## src/rtl/bp_nonsynth_io_cmd_arbiter.sv

```systemverilog
// bp_nonsynth_io_cmd_arbiter
//
// Lets num_req_p nonsynth test drivers share one CCE I/O command channel.
// Examples of drivers are the NBF loader, a host config driver and a trace
// replayer. Commands are single-beat. The arbiter picks a requester round-robin
// and presents its command downstream in the same cycle. It records the
// source ID of every accepted command in an in-order FIFO. Each response is
// steered back to the requester at the head of that FIFO.
//
// Build option:
//   BP_NONSYNTH_IO_ARB_FIXED_PRIO_EN
//      Defined:   the lowest valid index always wins in IDLE.
//      Undefined: round-robin starting after the last grant.
//
// Parameters:
//   num_req_p           number of requesters (>= 2)
//   max_outstanding_p   ID FIFO depth, a power of 2 (>= 1)
//   cce_io_msg_width_p  width of one command / response message
//
// Ports:
//   clk_i, reset_i         clock, synchronous active-high reset
//   req_io_cmd_i           per-requester commands, requester k at slice k
//   req_io_cmd_v_i         per-requester command valid
//   req_io_cmd_yumi_o      command consumed, one-hot or zero
//   req_io_resp_o          response data, broadcast to every requester
//   req_io_resp_v_o        response valid, one-hot to the owning requester
//   req_io_resp_ready_i    per-requester response ready
//   io_cmd_o / io_cmd_v_o  muxed command towards the processor
//   io_cmd_yumi_i          downstream consumed the command
//   io_resp_i / io_resp_v_i / io_resp_ready_o   response from the processor
//   outstanding_o          current ID FIFO occupancy
//   error_o                sticky protocol error, cleared only by reset

module bp_nonsynth_io_cmd_arbiter #(
   parameter int num_req_p          = 2,
   parameter int max_outstanding_p  = 4,
   parameter int cce_io_msg_width_p = 64,
   localparam int cce_io_msg_width_lp = cce_io_msg_width_p,
   localparam int req_id_width_lp     = (num_req_p > 1) ? $clog2(num_req_p) : 1,
   localparam int cnt_width_lp        = $clog2(max_outstanding_p + 1),
   localparam int ptr_width_lp        = (max_outstanding_p > 1) ? $clog2(max_outstanding_p) : 1
) (
   input  logic                                     clk_i,
   input  logic                                     reset_i,
   input  logic [num_req_p*cce_io_msg_width_lp-1:0] req_io_cmd_i,
   input  logic [num_req_p-1:0]                     req_io_cmd_v_i,
   output logic [num_req_p-1:0]                     req_io_cmd_yumi_o,
   output logic [cce_io_msg_width_lp-1:0]           req_io_resp_o,
   output logic [num_req_p-1:0]                     req_io_resp_v_o,
   input  logic [num_req_p-1:0]                     req_io_resp_ready_i,
   output logic [cce_io_msg_width_lp-1:0]           io_cmd_o,
   output logic                                     io_cmd_v_o,
   input  logic                                     io_cmd_yumi_i,
   input  logic [cce_io_msg_width_lp-1:0]           io_resp_i,
   input  logic                                     io_resp_v_i,
   output logic                                     io_resp_ready_o,
   output logic [cnt_width_lp-1:0]                  outstanding_o,
   output logic                                     error_o
);

   typedef enum logic {IDLE, LOCKED} state_e;

   state_e                     state_q, state_d;
   logic [req_id_width_lp-1:0] lock_q, lock_d;
   logic [req_id_width_lp-1:0] last_q, last_d;
   logic [req_id_width_lp-1:0] fifo_q [max_outstanding_p];
   logic [req_id_width_lp-1:0] fifo_d [max_outstanding_p];
   logic [ptr_width_lp-1:0]    wptr_q, wptr_d, rptr_q, rptr_d;
   logic [cnt_width_lp-1:0]    count_q, count_d;
   logic                       error_q, error_d;

   logic                       any_v, full, empty, push, pop, cmd_v;
   logic                       found_hi, found_lo;
   logic [req_id_width_lp-1:0] id_hi, id_lo, arb_id, sel, head;

   assign any_v = |req_io_cmd_v_i;
   assign full  = (count_q == cnt_width_lp'(max_outstanding_p));
   assign empty = (count_q == '0);
   assign head  = fifo_q[rptr_q];

   // id_lo is the lowest valid index overall. id_hi is the lowest valid
   // index strictly above the last grant. Round-robin prefers id_hi and
   // wraps to id_lo.
   always_comb begin
      found_hi = 1'b0;
      found_lo = 1'b0;
      id_hi    = '0;
      id_lo    = '0;
      for (int i = 0; i < num_req_p; i++) begin
         if (req_io_cmd_v_i[i] && !found_lo) begin
            found_lo = 1'b1;
            id_lo    = req_id_width_lp'(i);
         end
         if (req_io_cmd_v_i[i] && !found_hi && (req_id_width_lp'(i) > last_q)) begin
            found_hi = 1'b1;
            id_hi    = req_id_width_lp'(i);
         end
      end
   end

`ifdef BP_NONSYNTH_IO_ARB_FIXED_PRIO_EN
   assign arb_id = id_lo;
`else
   assign arb_id = found_hi ? id_hi : id_lo;
`endif

   // Grant FSM. Once a command is shown downstream without being consumed,
   // it is locked. This keeps the command stable on io_cmd_o. Full is the
   // registered flag, so a pop in the same cycle cannot open a slot early.
   always_comb begin
      state_d = state_q;
      lock_d  = lock_q;
      last_d  = last_q;
      sel     = lock_q;
      cmd_v   = 1'b0;
      push    = 1'b0;
      unique case (state_q)
         IDLE: begin
            if (any_v && !full) begin
               sel   = arb_id;
               cmd_v = 1'b1;
               if (io_cmd_yumi_i) begin
                  push   = 1'b1;
                  last_d = arb_id;
               end else begin
                  lock_d  = arb_id;
                  state_d = LOCKED;
               end
            end
         end
         LOCKED: begin
            sel   = lock_q;
            cmd_v = 1'b1;
            if (io_cmd_yumi_i) begin
               push    = 1'b1;
               last_d  = lock_q;
               state_d = IDLE;
            end
         end
         default: state_d = IDLE;
      endcase
   end

   // Muxing and one-hot decoding. The selected command is muxed onto
   // io_cmd_o. The command yumi is decoded to the grant and the response
   // valid to the FIFO head.
   always_comb begin
      io_cmd_o          = '0;
      req_io_cmd_yumi_o = '0;
      req_io_resp_v_o   = '0;
      io_resp_ready_o   = 1'b0;
      for (int i = 0; i < num_req_p; i++) begin
         if (sel == req_id_width_lp'(i)) begin
            io_cmd_o             = req_io_cmd_i[i*cce_io_msg_width_lp +: cce_io_msg_width_lp];
            req_io_cmd_yumi_o[i] = push;
         end
         if (head == req_id_width_lp'(i)) begin
            req_io_resp_v_o[i] = io_resp_v_i & ~empty;
            io_resp_ready_o    = ~empty & req_io_resp_ready_i[i];
         end
      end
   end

   assign io_cmd_v_o    = cmd_v;
   assign req_io_resp_o = io_resp_i;
   assign pop           = io_resp_v_i & io_resp_ready_o;

   // ID FIFO update. A push and a pop in the same cycle leave the occupancy
   // unchanged. The error flag catches two cases: a yumi with nothing
   // offered, and a response arriving with no command outstanding.
   always_comb begin
      fifo_d = fifo_q;
      wptr_d = wptr_q;
      rptr_d = rptr_q;
      if (push) begin
         fifo_d[wptr_q] = sel;
         wptr_d = (wptr_q == ptr_width_lp'(max_outstanding_p - 1)) ? '0 : wptr_q + 1'b1;
      end
      if (pop) begin
         rptr_d = (rptr_q == ptr_width_lp'(max_outstanding_p - 1)) ? '0 : rptr_q + 1'b1;
      end
      count_d = count_q + cnt_width_lp'(push) - cnt_width_lp'(pop);
      error_d = error_q | (io_cmd_yumi_i & ~cmd_v) | (io_resp_v_i & empty);
   end

   // State registers. FIFO contents need no reset because the pointers and
   // the count define which entries are live.
   always_ff @(posedge clk_i) begin
      if (reset_i) begin
         state_q <= IDLE;
         lock_q  <= '0;
         last_q  <= req_id_width_lp'(num_req_p - 1);
         wptr_q  <= '0;
         rptr_q  <= '0;
         count_q <= '0;
         error_q <= 1'b0;
      end else begin
         state_q <= state_d;
         lock_q  <= lock_d;
         last_q  <= last_d;
         wptr_q  <= wptr_d;
         rptr_q  <= rptr_d;
         count_q <= count_d;
         error_q <= error_d;
      end
      fifo_q <= fifo_d;
   end

   assign outstanding_o = count_q;
   assign error_o       = error_q;

endmodule

```

## config.mk

```make
export PLATFORM = sky130hd
export DESIGN_NAME = bp_nonsynth_io_cmd_arbiter
export DESIGN_NICKNAME = d
export VERILOG_FILES = /design/src/rtl/bp_nonsynth_io_cmd_arbiter.sv
export SDC_FILE = /design/constraint.sdc
export NUM_CORES = 1
export LEC_CHECK = 0
export CAP_MARGIN = 20
export CORE_AREA = 5 5 127 129
export CTS_BUF_LIST = sky130_fd_sc_hd__clkbuf_2 sky130_fd_sc_hd__clkbuf_4 sky130_fd_sc_hd__clkbuf_8
export CTS_CLUSTER_SIZE = 14
export DETAILED_ROUTE_END_ITERATION = 12
export DIE_AREA = 0 0 132 134
export DONT_BUFFER_PORTS = 1
export GPL_ROUTABILITY_DRIVEN = 0
export HOLD_SLACK_MARGIN = 0.03
export SYNTH_ARGS = -nofsm -noshare
export SYNTH_HDL_FRONTEND = slang
export SYNTH_SLANG_ARGS = --single-unit
```

## constraint.sdc

```tcl
create_clock -name clk_i -period 2.68 [get_ports clk_i]
set_input_delay 0.536 -clock clk_i [delete_from_list [all_inputs] [get_ports clk_i]]
set_output_delay 0.536 -clock clk_i [all_outputs]
set_load 0.01 [all_outputs]
```

# After elaboration in Yosys (flattened, before gate mapping)
# Cells that the tools add are included.
dict set report op_classes {
  shift 0
  n_lt_le_gt_ge 5
  mul 0
  n_eq_ne 6
  n_reduce_logical 13
  mux 34
  bitwise 14
  n_addsub 4
  div 0
}
# operator n
set op_table {}
lappend op_table {{2-to-1 mux 64 bit} 1}
lappend op_table {{2-to-1 mux 1 bit} 23}
lappend op_table {{case mux 1 bit (2 select lines)} 5}
lappend op_table {{AND 1 bit} 6}
lappend op_table {{>= comparator 3 bit (second input constant)} 2}
lappend op_table {{logical AND 1 bit} 6}
lappend op_table {{inequality test 2 bit (second input constant)} 3}
lappend op_table {{inverter 2 -> 3 bit} 2}
lappend op_table {{AND reduction 3 bit} 2}
lappend op_table {{adder 2 x 1 -> 2 bit (second input constant)} 2}
lappend op_table {{bitwise mux 4 bit} 1}
lappend op_table {{equality test 2 bit (second input constant)} 2}
lappend op_table {{2-to-1 mux 2 bit} 2}
lappend op_table {{inverter 1 bit} 4}
lappend op_table {{adder 3 x 1 -> 3 bit} 1}
lappend op_table {{equality test 3 bit (second input constant)} 1}
lappend op_table {{zero test 1 bit} 3}
lappend op_table {{zero test 3 bit} 1}
lappend op_table {{less-than comparator 3 x 1 -> 1 bit (second input constant)} 1}
lappend op_table {{subtractor 3 x 1 -> 3 bit} 1}
lappend op_table {{binary-select mux 1 bit (select 2 bit)} 1}
lappend op_table {{demux 1 bit (select 2 bit)} 1}
lappend op_table {{> comparator 1 bit (first input constant)} 2}
lappend op_table {{bitwise OR 1 bit} 2}
lappend op_table {{OR reduction 2 bit} 1}
dict set report totals {
  mem_bits_rw 0
  output_inout_bits 138
  romBits 0
  latch_bits 0
  mem_count 0
  inputBits 200
  regBits 15
}

# Logic depth before layout (Yosys ltp)
# Gate-level depths: netlist of run 1.
dict set report depth {
  depth_word 11
  ltp_mapped 10
  mapped_depth_nobuf 10
}

# Worst setup path before layout of run 1
# OpenSTA, ideal clock, no wires.
dict set report synth_path {
  path_type {register -> register}
  start {reg rptr_q[0]}
  end {reg count_q[2], in the netlist outstanding_o[2]}
  stages_incl_launch_ff 9
  path_buffers 0
  t_required_ns 2.552
  setup_time_ns 0.128
  setup_slack_ns 0.297
  arrival_time_ns 2.255
  path_cell_list {dfxtp_1 > mux4_2 > mux2i_2 > xnor2_1 > ha_1 > fa_1 > xnor2_1 > xnor2_1 > nor2_1}
}
dict set report synth_via {
  elab_chain_len 7
}
# item line_no
set synth_lines {}
lappend synth_lines {{from (decl)} 68} ;# logic [ptr_width_lp-1:0] wptr_q, wptr_d, rptr_q, rptr_d;
lappend synth_lines {{from (signal assigned)} 202} ;# rptr_q <= rptr_d;
lappend synth_lines {{inverter 2 -> 3 bit (not written as such)} 79} ;# assign head = fifo_q[rptr_q];
lappend synth_lines {{binary-select mux 1 bit (select 2 bit)} 79}
lappend synth_lines {{2-to-1 mux 1 bit (not written as such) (2 in a row)} 79}
lappend synth_lines {{2-to-1 mux 1 bit} 157} ;# if (head == req_id_width_lp'(i)) begin
lappend synth_lines {{AND 1 bit} 166} ;# assign pop = io_resp_v_i & io_resp_ready_o;
lappend synth_lines {{subtractor 3 x 1 -> 3 bit} 182} ;# count_d = count_q + cnt_width_lp'(push) - cnt_width_lp'(pop);
lappend synth_lines {{to (signal assigned)} 203} ;# count_q <= count_d;
lappend synth_lines {{to (decl)} 69} ;# logic [cnt_width_lp-1:0] count_q, count_d;
# No other way between the ends. The select of a mux whose other input is x is not followed.
# A chain may end at the register's enable or synchronous reset.

# Worst setup path after layout of run 1
dict set report layout_path {
  start {reg count_q[2], in the netlist outstanding_o[2]}
  end {out io_cmd_o[32]}
}
dict set report layout_via {
  elab_chain_len 6
}
# item line_no
set layout_lines {}
lappend layout_lines {{equality test 3 bit} 77} ;# assign full = (count_q == cnt_width_lp'(max_outstanding_p));
lappend layout_lines {{zero test 1 bit} 119} ;# if (any_v && !full) begin
lappend layout_lines {{logical AND 1 bit} 119}
lappend layout_lines {{2-to-1 mux 1 bit} 119}
lappend layout_lines {{case mux 1 bit (2 select lines)} 117} ;# unique case (state_q)
lappend layout_lines {{2-to-1 mux 64 bit} 153} ;# if (sel == req_id_width_lp'(i)) begin
lappend layout_lines {{to (decl)} 51} ;# output logic [cce_io_msg_width_lp-1:0] io_cmd_o,
# No other way between the ends.

==> summary.md, run 1 <==
| Metric | Value |
|---|---|
| Power share of the combinational group | `58.0%` |
| Seq/Total Area, Yosys | `16.5%` |
| Status | `complete, no violations` |
| Setup violators final | `0` |
| CP Launch Type | `register` |
| Die X | `132 µm` |
| H-tree levels | `1` |
| Setup CP Type | `reg -> out` |
| Pre-CTS WS | `0.0579 ns` |
| Sw Share | `42.6%` |
| Number of global-route vias before repair | `1,396` |
| CTS Sinks | `15` |
| Synthesis-stage register bit count | `15` |
| Cts bufs inserted | `3` |
| Crit end category | `primary output` |
| CTS tree | `built` |
| Top-area cell type share of the netlist area | `23.6%` |
| Worst Hold Class | `in -> reg` |
| Worst-margin pin slew | `0.396 ns` |
| Layout cells sized above 1 | `38.5%` |
| Sequential fraction of design power | `26.9%` |
| FILL cells | `1,679` |
| Reg clk slew, reported paths | `0.06 ns` |
| Minimum clock period | `2.58 ns` |
| Wire length per cell | `35.1 µm` |
| Count of port buffers added during placement | `0` |
| Int Pwr | `729 µW` |
| Syn Nets | `422` |
| Crit Path Max Fanout | `32` |
| Grt ovf | `0` |
| Via count | `1,396` |
| Clk buf depth | `2` |
| Met2 global-route usage | `16.1%` |
| Post-synth ARST share | `0%` |
| Global Route Usage Sum | `12.5%` |
| Skew final | `0.00175 ns` |
| Flop2flop setup slack | `0.20 ns` |
| Global routing's busiest layer | `met3` |
| Final period utilization | `96.4%` |
| Starting Density | `13.8%` |
| Most frequent cell after synthesis | `buf_4` |
| Root Driver | `clkbuf_8` |
| First-pass GRT wire length | `14,900 µm` |
| Yosys cell types | `33` |
| Setup TNS | `0 ns` |
| F_max | `387 MHz` |
| Antenna cell count | `0` |
| RSZ-0062 raised after global routing | `false` |
| Met1 GRT Util | `11.3%` |
| Worst skew pair latency | `0.25 ns` |
| Peak VDD IR | `190 µV` |
| # rows | `45` |
| Cell area after synthesis | `2070 µm²` |
| Core area | `14,900 µm²` |
| EDFF count, synth | `4` |
| 1st-pass router iterations | `4` |
| Post-Synthesis Cells | `215` |
| Largest net degree at the start of global routing | `33` |
| Overall power | `1270 µW` |
| I/O pins | `338` |
| Initial antenna violation count | `6` |
| Cell taking the most area after synthesis | `buf_4` |
| Main flop type after synthesis | `dfxtp_1` |
| Layout Nets | `364` |
| Yosys warns | `0` |
| Setup ws final | `0.0959 ns` |
| Clk pwr share | `15.0%` |
| Die area | `17,700 µm²` |
| Routing usage on met3 | `17.9%` |
| Crit path DAT | `2.05 ns` |
| Max-slew violation count | `0` |
| Max-Cap Viols | `0` |
| Hold Fails Final Rpt | `0` |
| PwrDens | `651 nW/µm²` |
| Max-slew headroom | `73.3%` |
| DIE HEIGHT | `134 µm` |
| Mapped Avg Cell Area | `9.61 µm²` |
| P_sw | `540 µW` |
| Residual DRC count | `0` |
| Post-synth top cells | `buf_4 (65), mux2_2 (37), mux2_1 (27)` |
| HPWL Detailed | `11,300 µm` |
| Vias per cell | `4.06` |
| Leak | `0.000686 µW` |
| Synth-to-Final Area Change | `-5.69%` |
| Area contributors post-synth | `buf_4 (24%), mux2_2 (20%), mux2_1 (15%)` |
| Iter 0 DRT Violations | `68` |
| CP required | `2.14 ns` |
| Drt total wl | `12,100 µm` |
| Routed Antenna Nets | `0` |
cells by family after synthesis:
logic type | after synthesis | share of synthesized area [%]
mux | 71 | 39.1
compound gates | 10 | 3.45
flops | 15 | 16.5
simple gates | 30 | 7.69
fa+ha+maj | 7 | 4.60
buf+inv | 79 | 27.4
xor+xnor | 3 | 1.27
placed cells by master (no fill, tap or decap), types with 2 or more instances in the layout:
cell type	synthesis	final
nor2b_1	3	3
mux2_2	37	38
inv_1	6	6
nor3_1	3	3
and3_1	4	4
nor2_1	12	12
a21oi_1	2	2
ha_1	6	6
mux2i_1	5	4
o21ai_0	2	2
clkbuf_8	0	3
dfxtp_1	11	9
edfxtp_1	4	4
xnor2_1	3	3
o311ai_0	2	2
buf_4	65	8
mux2_1	27	26
nand2_1	2	2
per-stage QoR:
stage	util [%]	cell area, µm²	hold WS (ns)	cells
final	13.1	1950	0.342	344
after CTS	13.0	1950	0.333	344
after global placement	12.3	1840	0.498	338
after detailed placement	12.3	1840	0.511	338
after floorplan	-	2070	0.460	215
after global routing	13.1	1950	0.322	344
power by group through the flow:
| stage | sequential (µW) | combinational (µW) | clock, µW |
|---|---|---|---|
| floorplan | 332 | 650 | 0 |
| global placement | 332 | 668 | 0 |
| detailed placement | 337 | 694 | 0 |
| CTS | 340 | 739 | 199 |
| global route | 348 | 786 | 215 |
| finish | 341 | 736 | 191 |
cell type report:
type	instances	area, µm²	area share (%)
well taps	188	235	12.1
clock buffers	3	41.3	2.12
flip-flops and latches	15	345	17.7
multi-input cells	121	1180	60.8
inverters	6	22.5	1.16
repair buffers	10	113	5.78
clock inverters	1	7.51	0.385
path summary, 6_finish.rpt:
path,start,endpoint,cells past startpoint
setup / recovery,outstanding_o[2]$_SDFF_PP0_,io_cmd_o[32],6
hold / removal,reset_i,outstanding_o[0]$_SDFF_PP0_,1
setup reg to reg,outstanding_o[2]$_SDFF_PP0_,outstanding_o[2]$_SDFF_PP0_,10
hold reg to reg,wptr_q[1]$_SDFFE_PP0P_,wptr_q[1]$_SDFFE_PP0P_,2
critical path: stages, from the launching register on:
cell     delay [ns]
dfxtp_4        0.38
nor3b_4        0.18
nor3_4         0.17
mux2i_4        0.28
buf_4          0.16
buf_12         0.19
mux2_2         0.43
flip-flops by register name, indices dropped and copies added (netlist names):
| name | cells |
|---|---|
| rptr_q | 2 |
| wptr_q | 2 |
| fifo_q | 4 |
| error_o | 1 |
| outstanding_o | 3 |
| last_q | 1 |
| lock_q | 1 |
| state_q | 1 |
metal layers:
layer	wire [µm]	share of wire, %
met2	4580	38
met3	3720	31
met4	269	2.2
met5	0	0
met1	3530	29
what timing repair did:
action | CTS | global route
endpoints found under the hold margin | 0 | 0
setup buffers | 1 | 0
pin swaps | 1 | 0
hold buffers | 0 | 0
cloned | 1 | 0
setup endpoints to repair | 64 | 26
resized for setup | 5 | 1
No activity file was read; power rests on OpenSTA's default activity.
==> run 2, diff against run 1 <==
- RECOVER_POWER: not set -> 100
==> summary.md, run 2 (synthesized netlist as in run 1, its figures left out) <==
| Metric | Value |
|---|---|
| Synth-to-Final Area Change | `-6.30% (was -5.69%)` |
| Sw Share | `43.9% (was 42.6%)` |
| P_sw | `540 µW (about the same)` |
| Crit path DAT | `2.04 ns (was 2.05 ns)` |
| I/O pins | `338 (unchanged)` |
| Global routing's busiest layer | `met3 (unchanged)` |
| Die X | `132 µm (unchanged)` |
| Setup violators final | `0 (unchanged)` |
| Root Driver | `clkbuf_8 (unchanged)` |
| Core area | `14,900 µm² (unchanged)` |
| Vias per cell | `4.11 (was 4.06)` |
| Wire length per cell | `35.0 µm (was 35.1 µm)` |
| CP required | `2.14 ns (about the same)` |
| Max-Cap Viols | `0 (unchanged)` |
| Routed Antenna Nets | `0 (unchanged)` |
| Cts bufs inserted | `3 (unchanged)` |
| Layout cells sized above 1 | `16.0% (was 38.5%)` |
| Starting Density | `13.8% (unchanged)` |
| Max reg flops | `4 (unchanged)` |
| First-pass GRT wire length | `14,900 µm (unchanged)` |
| RSZ-0062 raised after global routing | `false (unchanged)` |
| Sequential fraction of design power | `27.7% (was 26.9%)` |
| Met2 global-route usage | `16.1% (unchanged)` |
| Hold Path End | `outstanding_o[0]$_SDFF_PP0_ (unchanged)` |
| Largest reg by FF count | `fifo_q (unchanged)` |
| Worst hold start | `reset_i (unchanged)` |
| Reg2reg start | `rptr_q[0]$_SDFFE_PP0P_ (was outstanding_o[2]$_SDFF_PP0_)` |
| CTS tree | `built (unchanged)` |
| Power share of the combinational group | `56.7% (was 58.0%)` |
| Minimum clock period | `2.58 ns (about the same)` |
| Count of port buffers added during placement | `0 (unchanged)` |
| # rows | `45 (unchanged)` |
| Max-slew headroom | `73.0% (was 73.3%)` |
| Residual DRC count | `0 (unchanged)` |
| HPWL Detailed | `11,300 µm (unchanged)` |
| Multi-input gate area | `1180 µm² (unchanged)` |
| Drt total wl | `12,100 µm (about the same)` |
| FILL cells | `1,683 (was 1,679)` |
| Setup ws final | `0.0992 ns (was 0.0959 ns)` |
| FF-to-FF path depth | `8 (was 10)` |
| H-tree levels | `1 (unchanged)` |
| Grt ovf | `0 (unchanged)` |
| Largest net degree at the start of global routing | `33 (unchanged)` |
| Number of global-route vias before repair | `1,396 (unchanged)` |
| Reg clk slew, reported paths | `0.06 ns (about the same)` |
| Skew final | `0.00101 ns (was 0.00175 ns)` |
| Worst-margin pin slew | `0.400 ns (was 0.396 ns)` |
| R2r endpoint | `outstanding_o[2]$_SDFF_PP0_ (unchanged)` |
| Hold Fails Final Rpt | `0 (unchanged)` |
| Die area | `17,700 µm² (unchanged)` |
| Pre-CTS WS | `0.0579 ns (unchanged)` |
| Setup TNS | `0 ns (unchanged)` |
| Reg area | `345 µm² (unchanged)` |
| Crit Path Max Fanout | `32 (unchanged)` |
| CP Launch Type | `register (unchanged)` |
| Initial antenna violation count | `8 (was 6)` |
| Hold Path Depth | `1 (unchanged)` |
| Peak VDD IR | `175 µV (was 190 µV)` |
| Setup CP Type | `reg -> out (unchanged)` |
| Most common cell after layout, fill and taps aside | `mux2_1 (was mux2_2)` |
| F_max | `387 MHz (about the same)` |
| PwrDens | `636 nW/µm² (was 651 nW/µm²)` |
| Layout Nets | `364 (unchanged)` |
| Int Pwr | `692 µW (was 729 µW)` |
| Global Route Usage Sum | `12.5% (unchanged)` |
| 1st-pass router iterations | `4 (unchanged)` |
| Routing usage on met3 | `17.9% (unchanged)` |
| Worst Hold Class | `in -> reg (unchanged)` |
| Met1 GRT Util | `11.3% (unchanged)` |
| Most frequent cells in the layout | `mux2_1 (57), nor2_1 (12), dfxtp_1 (9), mux2_2 (7) (was mux2_2 (38), mux2_1 (26), nor2_1 (12), dfxtp_1 (9), buf_4 (8))` |
| Iter 0 DRT Violations | `38 (was 68)` |
| Final period utilization | `96.3% (was 96.4%)` |
| Leak | `0.000669 µW (was 0.000686 µW)` |
| CTS Sinks | `15 (unchanged)` |
| Crit end category | `primary output (unchanged)` |
| Max-slew violation count | `0 (unchanged)` |
| DIE HEIGHT | `134 µm (unchanged)` |
| Via count | `1,417 (was 1,396)` |
| Flop2flop setup slack | `0.18 ns (was 0.20 ns)` |
| Clk buf depth | `2 (unchanged)` |
| Status | `complete, no violations (unchanged)` |
| Clk pwr share | `15.6% (was 15.0%)` |
| Worst skew pair latency | `0.25 ns (about the same)` |
==> run 2: area by class of cell <==
| cell class | count | area share [%] |
|---|---|---|
| diodes | 1 | 0.129 |
| clock buffers | 3 | 2.13 |
| clock inverters | 1 | 0.388 |
| inverters | 6 | 1.16 |
| multi-input cells | 121 | 61.2 |
| flip-flops and latches | 15 | 17.8 |
| well taps | 188 | 12.2 |
| repair buffers | 10 | 5.04 |
==> run 2: metrics by stage <==
stage	instances	hold WS [ns]	util [%]	area (µm²)	power [µW]
after floorplan	215	0.460	-	2070	982
after global placement	338	0.498	12.3	1840	1000
after detailed placement	338	0.511	12.3	1840	1030
after CTS	344	0.333	13.0	1950	1280
after global routing	344	0.322	13.0	1930	1310
final	345	0.339	13.0	1940	1230
==> run 2: how the worst max path moves through the flow <==
stage                                  endpoint  slack [ns]                         from  cells past startpoint
floorplan           outstanding_o[2]$_SDFF_PP0_        0.30       rptr_q[0]$_SDFFE_PP0P_                      8
finish                              io_cmd_o[6]         0.1  outstanding_o[2]$_SDFF_PP0_                      5
CTS                                io_cmd_o[31]        0.07  outstanding_o[2]$_SDFF_PP0_                      6
global route                       io_cmd_o[32]        0.01  outstanding_o[2]$_SDFF_PP0_                      6
detailed placement  outstanding_o[2]$_SDFF_PP0_        0.06  outstanding_o[2]$_SDFF_PP0_                     10
global placement                   io_cmd_o[21]        0.15            req_io_cmd_v_i[1]                      6
==> run 2: metal layers <==
layer | part of all wire (%) | vias up
li1 | - | 563
met1 | 29 | 665
met2 | 37 | 146
met3 | 31 | 43
met4 | 2.5 | 0
met5 | 0 | -
==> run 2: timing repair <==
action | in CTS | in global routing
pin swaps | 1 | 0
hold buffers | 0 | 0
gates resized for setup | 5 | 1
buffers inserted | 1 | 0
endpoints found under the setup margin | 64 | 26
cloned | 1 | 0
==> run 2: worst max-delay path: stages, from the launching register on <==
cell and delay (ns):
dfxtp_4 0.37, nor3b_4 0.18, nor3_4 0.17, mux2i_4 0.28, bufbuf_16 0.37, mux2_1 0.41
==> run 2: power groups by stage <==
stage | registers, µW | logic [µW] | clock network (µW)
6_report | 341 | 699 | 192
5_1_grt | 348 | 749 | 215
4_1_cts | 340 | 739 | 199
3_5_place_dp | 337 | 694 | 0
3_3_place_gp | 332 | 668 | 0
2_1_floorplan | 332 | 650 | 0
